## config.mk

```make
export PLATFORM = sky130hd
export DESIGN_NAME = lfsr_prng
export DESIGN_NICKNAME = d
export VERILOG_FILES = /design/src/rtl/lfsr_prng.sv
export SDC_FILE = /design/constraint.sdc
export NUM_CORES = 1
export LEC_CHECK = 0
export CORE_ASPECT_RATIO = 1.75
export CORE_MARGIN = 2
export CORE_UTILIZATION = 38
export CTS_BUF_LIST = sky130_fd_sc_hd__clkbuf_16
export DETAILED_ROUTE_END_ITERATION = 8
export PLACE_DENSITY = 0.71
export SLEW_MARGIN = 20
export SYNTH_ARGS = -nofsm -noshare
export SYNTH_HDL_FRONTEND = slang
export SYNTH_SLANG_ARGS = --single-unit
```

## constraint.sdc

```tcl
create_clock -name clk -period 1.02 [get_ports clk]
set_input_delay 0.204 -clock clk [delete_from_list [all_inputs] [get_ports clk]]
set_output_delay 0.204 -clock clk [all_outputs]
set_load 0.005 [all_outputs]
```

## src/rtl/lfsr_prng.sv

```systemverilog
// lfsr_prng -- seedable Fibonacci LFSR pseudo-random number generator.
//
// A one-cycle seed_valid strobe loads the seed and starts generation. From
// the next clock on, one new word is produced on every edge, flagged by
// random_number_valid. Generation continues until rst or another seed load.
// There is no backpressure, so a consumer must capture every valid cycle.
//
// Ports:
//   clk                  rising-edge clock
//   rst                  asynchronous active-high reset (state -> 0, idle)
//   seed_in              seed value, sampled only when seed_valid=1
//   seed_valid           seed load strobe; takes priority over advancing
//   random_number        current LFSR state (registered)
//   random_number_valid  high when random_number holds a freshly advanced word
module lfsr_prng #(
  parameter int                    DATA_WIDTH = 16,
  parameter logic [DATA_WIDTH-1:0] TAPS       = 16'hB400,
  parameter logic [DATA_WIDTH-1:0] ZERO_SEED  = 16'hACE1
) (
  input  logic                  clk,
  input  logic                  rst,
  input  logic [DATA_WIDTH-1:0] seed_in,
  input  logic                  seed_valid,
  output logic [DATA_WIDTH-1:0] random_number,
  output logic                  random_number_valid
);

  localparam logic IDLE = 1'b0;
  localparam logic RUN  = 1'b1;

  logic [DATA_WIDTH-1:0] state;
  logic [DATA_WIDTH-1:0] load_value;
  logic                  running;
  logic                  valid;
  logic                  fb;

  // The all-zero state would lock the LFSR, so a zero seed is replaced.
  assign load_value = (seed_in == '0) ? ZERO_SEED : seed_in;

  // Fibonacci feedback: parity of the tapped state bits.
  assign fb = ^(state & TAPS);

  always_ff @(posedge clk or posedge rst) begin
    if (rst) begin
      state   <= '0;
      running <= IDLE;
      valid   <= 1'b0;
    end else if (seed_valid) begin
      // A load never produces a valid word; the first one follows next edge.
      state   <= load_value;
      running <= RUN;
      valid   <= 1'b0;
    end else if (running == RUN) begin
      state   <= {state[DATA_WIDTH-2:0], fb};
      valid   <= 1'b1;
    end else begin
      valid   <= 1'b0;
    end
  end

  assign random_number       = state;
  assign random_number_valid = valid;

endmodule

```

* Word-level counts from Yosys, hierarchy flattened *
Cells that the tools add are included.

storage, ports and cells
  output and inout port bits = 17
  word-level logic and storage cells = 11
  register bits = 18

cells by class
  muxes and demuxes = 5
  reductions and logical operators = 3

operators by type and width
  cell                count
  16-bit two-way mux  3
  16-bit zero test    1
  16-bit parity       1
  1-bit two-way mux   2
  2-bit nonzero test  1

* Depth between registers and ports, before layout *
Gate-level depths: netlist of run 1.

  depth after elaboration = 3
  gate-level depth with buffers = 4
  mapped depth without buffers = 4

* Worst setup path after synthesis of run 1 *
No wires, ideal clock.

  kind = reg2reg
  start = register running
  end = register state[10], in the netlist random_number[10]
  arrival = 0.969 ns
  path buffers = 1
  required time = 0.900 ns
  cell stages (with the launch flop) = 4
  setup slack = -0.069 ns
  setup time = 0.120 ns
  period minus slack after synthesis = 1.089 ns
  cell sequence = dfrtp_1 clkbuf_8 mux2_2 o22a_2

between the ends
  longest elaborated chain between the ends = 1

ends and longest elaborated chain
  item                          line  RTL
  start: declaration            33    logic running;
  start signal: assignment      46    running <= IDLE;
  start signal: assignment      51    running <= RUN;
  2-bit nonzero test (no line)  -
  end signal: assignment        50    state <= load_value;
  end signal: assignment        54    state <= {state[DATA_WIDTH-2:0], fb};
  end: declaration              31    logic [DATA_WIDTH-1:0] state;

Every way passes these cells.
A chain may end at the register's enable or synchronous reset.

* Worst setup path after layout of run 1 *
  start = register state[15], in the netlist random_number[15]
  end = register state[0], in the netlist random_number[0]

between the ends
  longest elaborated chain between the ends = 3

ends and longest elaborated chain
  item                line  RTL
  16-bit parity       41    assign fb = ^(state & TAPS);
  16-bit two-way mux  53    end else if (running == RUN) begin
  16-bit two-way mux  48    end else if (seed_valid) begin

Every way passes these cells. The select of a mux whose other input is x is not followed.

==> impl_results.md, run 1 <==
- Setup ws final: -0.1979 ns
- Vias per cell: 4.988
- Via count: 858
- Initial antenna violation count: 0
- # clock sinks: 18
- Clock transition at path regs: 0.05 ns
- Placement Rows: 23
- Nets: 168
- Setup Crit Path Kind: reg2reg
- Crit-path max cell delay: 0.38 ns
- CP Cell Sequence: buf_6 -> xor2_1 -> xnor2_1 -> mux2i_1 -> o21ai_1
- WP buf/inv: 1
- Max Slew Vio Count: 0
- First DRT Iteration DRCs: 21
- Clock root cell: clkbuf_16
- Seq/Total Area, Yosys: 49.79%
- Number of global-route vias before repair: 925
- Synth Area in Compound Gates: 13.28%
- Max Freq: 821.1 MHz
- Critical Path AT: 1.33 ns
- Top Ports: 36
- Average size of a mapped cell: 11.90 µm²
- Synth cell types: 18
- TritonCTS buffer count: 3
- Main combinational cell family by area after synthesis: multiplexers
- Footprint of the multi-input gates: 476.7 µm²
- Storage element area: 450.4 µm²
- First-pass GRT wire length: 4036 µm
- Post-synthesis instance area: 904.6 µm²
- Post-Place Cells: 158
- Synth area leaders: dfrtp_1, mux2i_1, mux2_2, o22a_2, o21ai_0
- Worst rel slew slack: 84.56%
- Leading area contributor after synthesis: dfrtp_1
- Power Density: 1311 nW/µm²
- Min-Delay Path Class: in2reg
- GP Congestion: 0.7156
- Total track usage: 21.56%
- Share of layout cells above drive strength 1: 55.78%
- Hold-fix buffers, CTS: 0
- Die area: 2802 µm²
- Post-Synth Simple-Gate Area: 9.959%
- DRC viols: 0
- R2R Setup Slk: -0.20 ns
- Fin crit share: 119.4%
- Synth Area in Adders: 0%
- Worst Path Max Fanout: 2
- Synth Area in XOR/XNOR: 2.905%
- Final Hold Violating Endpoints: 0
- DRT Wirelength: 2618 µm
- Syn Nets: 95
- CP Capture Type: flop
- Largest net degree at the start of global routing: 19
- Skew final: 0.001543 ns
- Synth warn: 0
- CP max stage cell: dfrtp_1
- Top cell type's share of synthesized area: 49.79%
- Most frequent cells in the layout: buf_4, dfrtp_1, buf_2, buf_6, o21ai_1
- Layout fillers: 171
- Pre-CTS setup slack: -0.5630 ns
- Leak: 0.0008406 µW
- Die Ht: 68.55 µm
- Mux cell area share after synthesis: 18.67%
- Crit path required time: 1.14 ns
- I/O Buffers: 35
- Commonest non-fill, non-tap cell in the layout: buf_4
- Crit-path leading delay family: flip-flops
- Routed len/inst: 15.22 µm
- Drt pass-1 iters: 4
- Worst-margin pin slew: 0.2296 ns
- Status: complete, but fails checks
- Crit path launch type: flop
- Clock Tree Buf Depth: 2
- Mapped Cells: 76
- Tmin final: 1.218 ns
- Worst IR drop on VDD: 0.001397 V
- Antenna cells: 0
- Core area: 2273 µm²
- Violated checks: negative setup slack
- Initial Utilization: 39.79%
- Setup-failing EPs final: 16
- Antenna Nets Post-Route: 0
- Max-Cap Viols: 0
- Post-route cell area: 1640 µm²
- Latest clock arrival within the worst-skew pair: 0.24 ns
- Gr ovfl total: 0
- Die width: 40.88 µm
- HPWL after DPL: 1930 µm
- Finished Layout Cells: 172
- H-tree depth: 1
- CTS tree: done
- DP Area: 1483 µm²
- RSZ-0062 raised after global routing: true
- P&R area growth vs syn: 81.33%
- Synthesized flop and latch total: 18
flip-flops by register name, summed over array words and instances, names as in the netlist:
register             count
random_number           16
running                  1
random_number_valid      1
Yosys cell counts:
cell type	number
dfrtp_1	18
o21ai_0	10
mux2i_1	9
nand2_1	8
mux2_2	7
o22a_2	7
nor4_1	4
buf_4	2
xnor2_1	2
and4_1	1
buf_2	1
buf_6	1
clkbuf_8	1
inv_1	1
nand2b_4	1
nor2b_1	1
or2_2	1
xor2_1	1
power by group:
group	leakage, µW	total, µW	internal, µW	switching (µW)
clock	0.0000370	744	514	230
sequential	0.000208	821	784	37.5
combinational	0.000596	585	357	228
total	0.000841	2150	1650	496
cell families after synthesis:
kind of cell    count (synthesis)
mux                            16
xor+xnor                        3
buf+inv                         6
simple gates                   16
compound gates                 17
flops                          18
worst reg2reg max path, delay by kind of cell, from the launching register on:
family	cells	cell delay, ns
buf+inv	1	0.13
mux	1	0.18
flops	1	0.38
xor+xnor	2	0.33
compound gates	1	0.08
routing by layer:
metal,track usage [%],part of all wire [%],vias up
met5,0,0,-
met4,7.083,0.73,0
met3,3.205,2.6,2
met2,41.21,61,22
met1,21.58,35,416
li1,-,-,418
final cells by class:
| type | instances | area share [%] |
|---|---|---|
| multi-input combinational | 52 | 29.06 |
| timing repair buffer | 73 | 36.77 |
| inverter | 1 | 0.2288 |
| tap | 25 | 1.907 |
| clock buffer | 3 | 4.577 |
| sequential | 18 | 27.46 |
per-stage QoR:
step                      hold slack [ns]  utilization, %  setup TNS (ns)  total power, µW
final                              0.2489           72.15          -1.325             2150
after global routing               0.2617           72.15          -1.997             2255
after CTS                          0.2794           70.83          -1.173             2159
after detailed placement           0.5387           65.22          -7.312             1397
after global placement             0.5271           65.22          -7.303             1381
after floorplan                    0.1426               -         -0.6792             1027
worst paths after layout:
| kind | from | endpoint | cells past startpoint |
|---|---|---|---|
| hold reg to reg | random_number[9] | random_number[9] | 3 |
| hold / removal | seed_in[13] | random_number[13] | 2 |
| max in group asynchronous | rst | random_number[9] | 3 |
| min in group asynchronous | rst | random_number_valid | 3 |
| setup / recovery | random_number[15] | random_number[0] | 5 |
| setup reg to reg | random_number[15] | random_number[0] | 5 |
what timing repair did:
| action | in CTS | in global routing |
|---|---|---|
| endpoints found under the setup margin | 31 | 18 |
| gates resized for setup | 111 | 12 |
| pin swaps | 7 | 9 |
| cloned | 0 | 0 |
| buffers inserted | 9 | 2 |
Note: power is estimated with default switching activity, not from simulation.
==> run 2: changes to the inputs <==
- CTS_CLUSTER_DIAMETER: default -> 60
- TNS_END_PERCENT: default -> 5
==> run 2 against run 1 <==
The flow still finishes with violations (negative setup slack). Wire length grew 0.50%. Flip-flop and latch count is the same. Count of clock-buffer cells in the layout stayed put. Register-to-register slack better by 0.02 ns. Hold slack better by 0.028 ns. Clock skew is 0.00088 ns lower. Core utilization is 2.3 points lower. Design area fell by 3.2%. Critical endpoint unchanged. Largest power group unchanged.
==> impl_results.md, run 2 (synthesis results as in run 1) <==
- Status: complete, but fails checks
- Violated checks: negative setup slack
- Max-Cap Viols: 0
- Worst-margin pin slew: 0.2660 ns
- Most frequent cells in the layout: buf_4, dfrtp_1, clkbuf_2, dlygate4sd2_1, mux2i_1
- Setup ws final: -0.1806 ns
- Top Ports: 36
- H-tree depth: 1
- Core area: 2273 µm²
- Gr ovfl total: 0
- Max Freq: 832.9 MHz
- Worst rel slew slack: 82.12%
- Largest register FFs: 16
- Post-Place Cells: 158
- Largest net degree at the start of global routing: 19
- Die area: 2802 µm²
- DRC viols: 0
- Via count: 847
- Clock transition at path regs: 0.05 ns
- Leak: 0.0008338 µW
- Die Ht: 68.55 µm
- M2 GR Usage: 40.04%
- Met3 GRT Util: 3.205%
- TritonCTS buffer count: 3
- HPWL after DPL: 1930 µm
- CTS tree: done
- Crit path required time: 1.14 ns
- CP Capture Type: flop
- First DRT Iteration DRCs: 14
- Skew final: 0.0006597 ns
- Antenna cells: 0
- Die width: 40.88 µm
- Fin crit share: 117.7%
- P&R area growth vs syn: 75.52%
- Tmin final: 1.201 ns
- Antenna Nets Post-Route: 0
- Share of layout cells above drive strength 1: 53.85%
- Initial Utilization: 39.79%
- Latest clock arrival within the worst-skew pair: 0.24 ns
- Setup Crit Path Kind: reg2reg
- Commonest non-fill, non-tap cell in the layout: buf_4
- Critical Path AT: 1.32 ns
- Worst IR drop on VDD: 0.001407 V
- Min-Delay Path Class: in2async
- Max Slew Vio Count: 0
- Drt pass-1 iters: 3
- Vias per cell: 5.042
- Gr busiest metal: met2
- Placement Rows: 23
- Nets: 164
- Clock root cell: clkbuf_16
- Worst Path Max Fanout: 2
- Setup-failing EPs final: 15
- Finished Layout Cells: 168
- I/O Buffers: 35
- Routed len/inst: 15.66 µm
- Initial antenna violation count: 0
- Final Hold Violating Endpoints: 0
- Met1 Usage GRT: 20.79%
- RSZ-0062 raised after global routing: true
- Number of global-route vias before repair: 909
- Total track usage: 20.95%
- First-pass GRT wire length: 3912 µm
- Power Density: 1341 nW/µm²
- DRT Wirelength: 2631 µm
- # clock sinks: 18
- Final Util: 69.84%
- Layout fillers: 189
- Clock Tree Buf Depth: 2
- GP Congestion: 0.7156
- Crit path launch type: flop
## run 2: changes by cell type in the layout (fill, tap and decap cells not counted), moves of 3 or more
cell             previous run  this run
buf_2                      14         2
buf_6                      13         8
clkbuf_2                    2        14
clkdlybuf4s15_1             7         4
dlygate4sd2_1               8        11
## run 2: final timing paths
path,startpoint,end,slack (ns),depth (start not counted)
max,random_number[10],random_number[0],-0.18,5
min,rst,random_number_valid,0.28,3
max reg2reg,random_number[10],random_number[0],-0.18,5
min reg2reg,random_number[7],random_number[8],0.62,2
max in group asynchronous,rst,random_number[9],0.62,3
min in group clk,seed_in[8],random_number[8],0.33,3
## run 2: report_power, final
group          internal (µW)  switching, µW
clock                    514            229
sequential               784           40.8
combinational            339            222
total                   1640            492
## run 2: stage by stage
stage          hold slack, ns  area [µm²]  power [µW]  TNS, ns  worst slack [ns]
2_1_floorplan          0.1426       930.9        1027  -0.6792          -0.06669
3_3_place_gp           0.5271        1483        1381   -7.303           -0.5524
3_5_place_dp           0.5387        1483        1397   -7.312           -0.5630
4_1_cts                0.2794        1619        2150   -1.593           -0.1681
5_1_grt                0.3010        1588        2231   -1.961           -0.2428
6_report               0.2765        1588        2129   -1.360           -0.1806
## run 2: repair_timing
action                                  in CTS  in global routing
hold buffers                                 0                  0
buffers inserted                             5                  2
pin swaps                                    6                  4
cloned                                       0                  0
resized for setup                           73                 24
endpoints found under the setup margin      31                 31
## run 2: worst max-delay path, cell delays in order (launching register included)
cell and delay, ns:
dfrtp_1 0.38, buf_6 0.13, xor2_2 0.17, xnor2_1 0.14, mux2i_1 0.17, o21ai_1 0.09
## run 2: final cells by class
| class | instances | area [µm²] | share of cell area (%) |
|---|---|---|---|
| inverter | 1 | 3.754 | 0.2364 |
| multi-input combinational | 52 | 471.7 | 29.71 |
| tap | 25 | 31.28 | 1.970 |
| sequential | 18 | 450.4 | 28.37 |
| clock buffer | 3 | 75.07 | 4.728 |
| timing repair buffer | 69 | 555.5 | 34.99 |
## run 2: routing by layer
metal | up-vias | routed length, µm | share of wire [%]
met5 | - | 0 | 0
met4 | 0 | 19 | 0.72
met3 | 2 | 62 | 2.4
met2 | 20 | 1603 | 61
met1 | 414 | 947 | 36
li1 | 411 | - | -
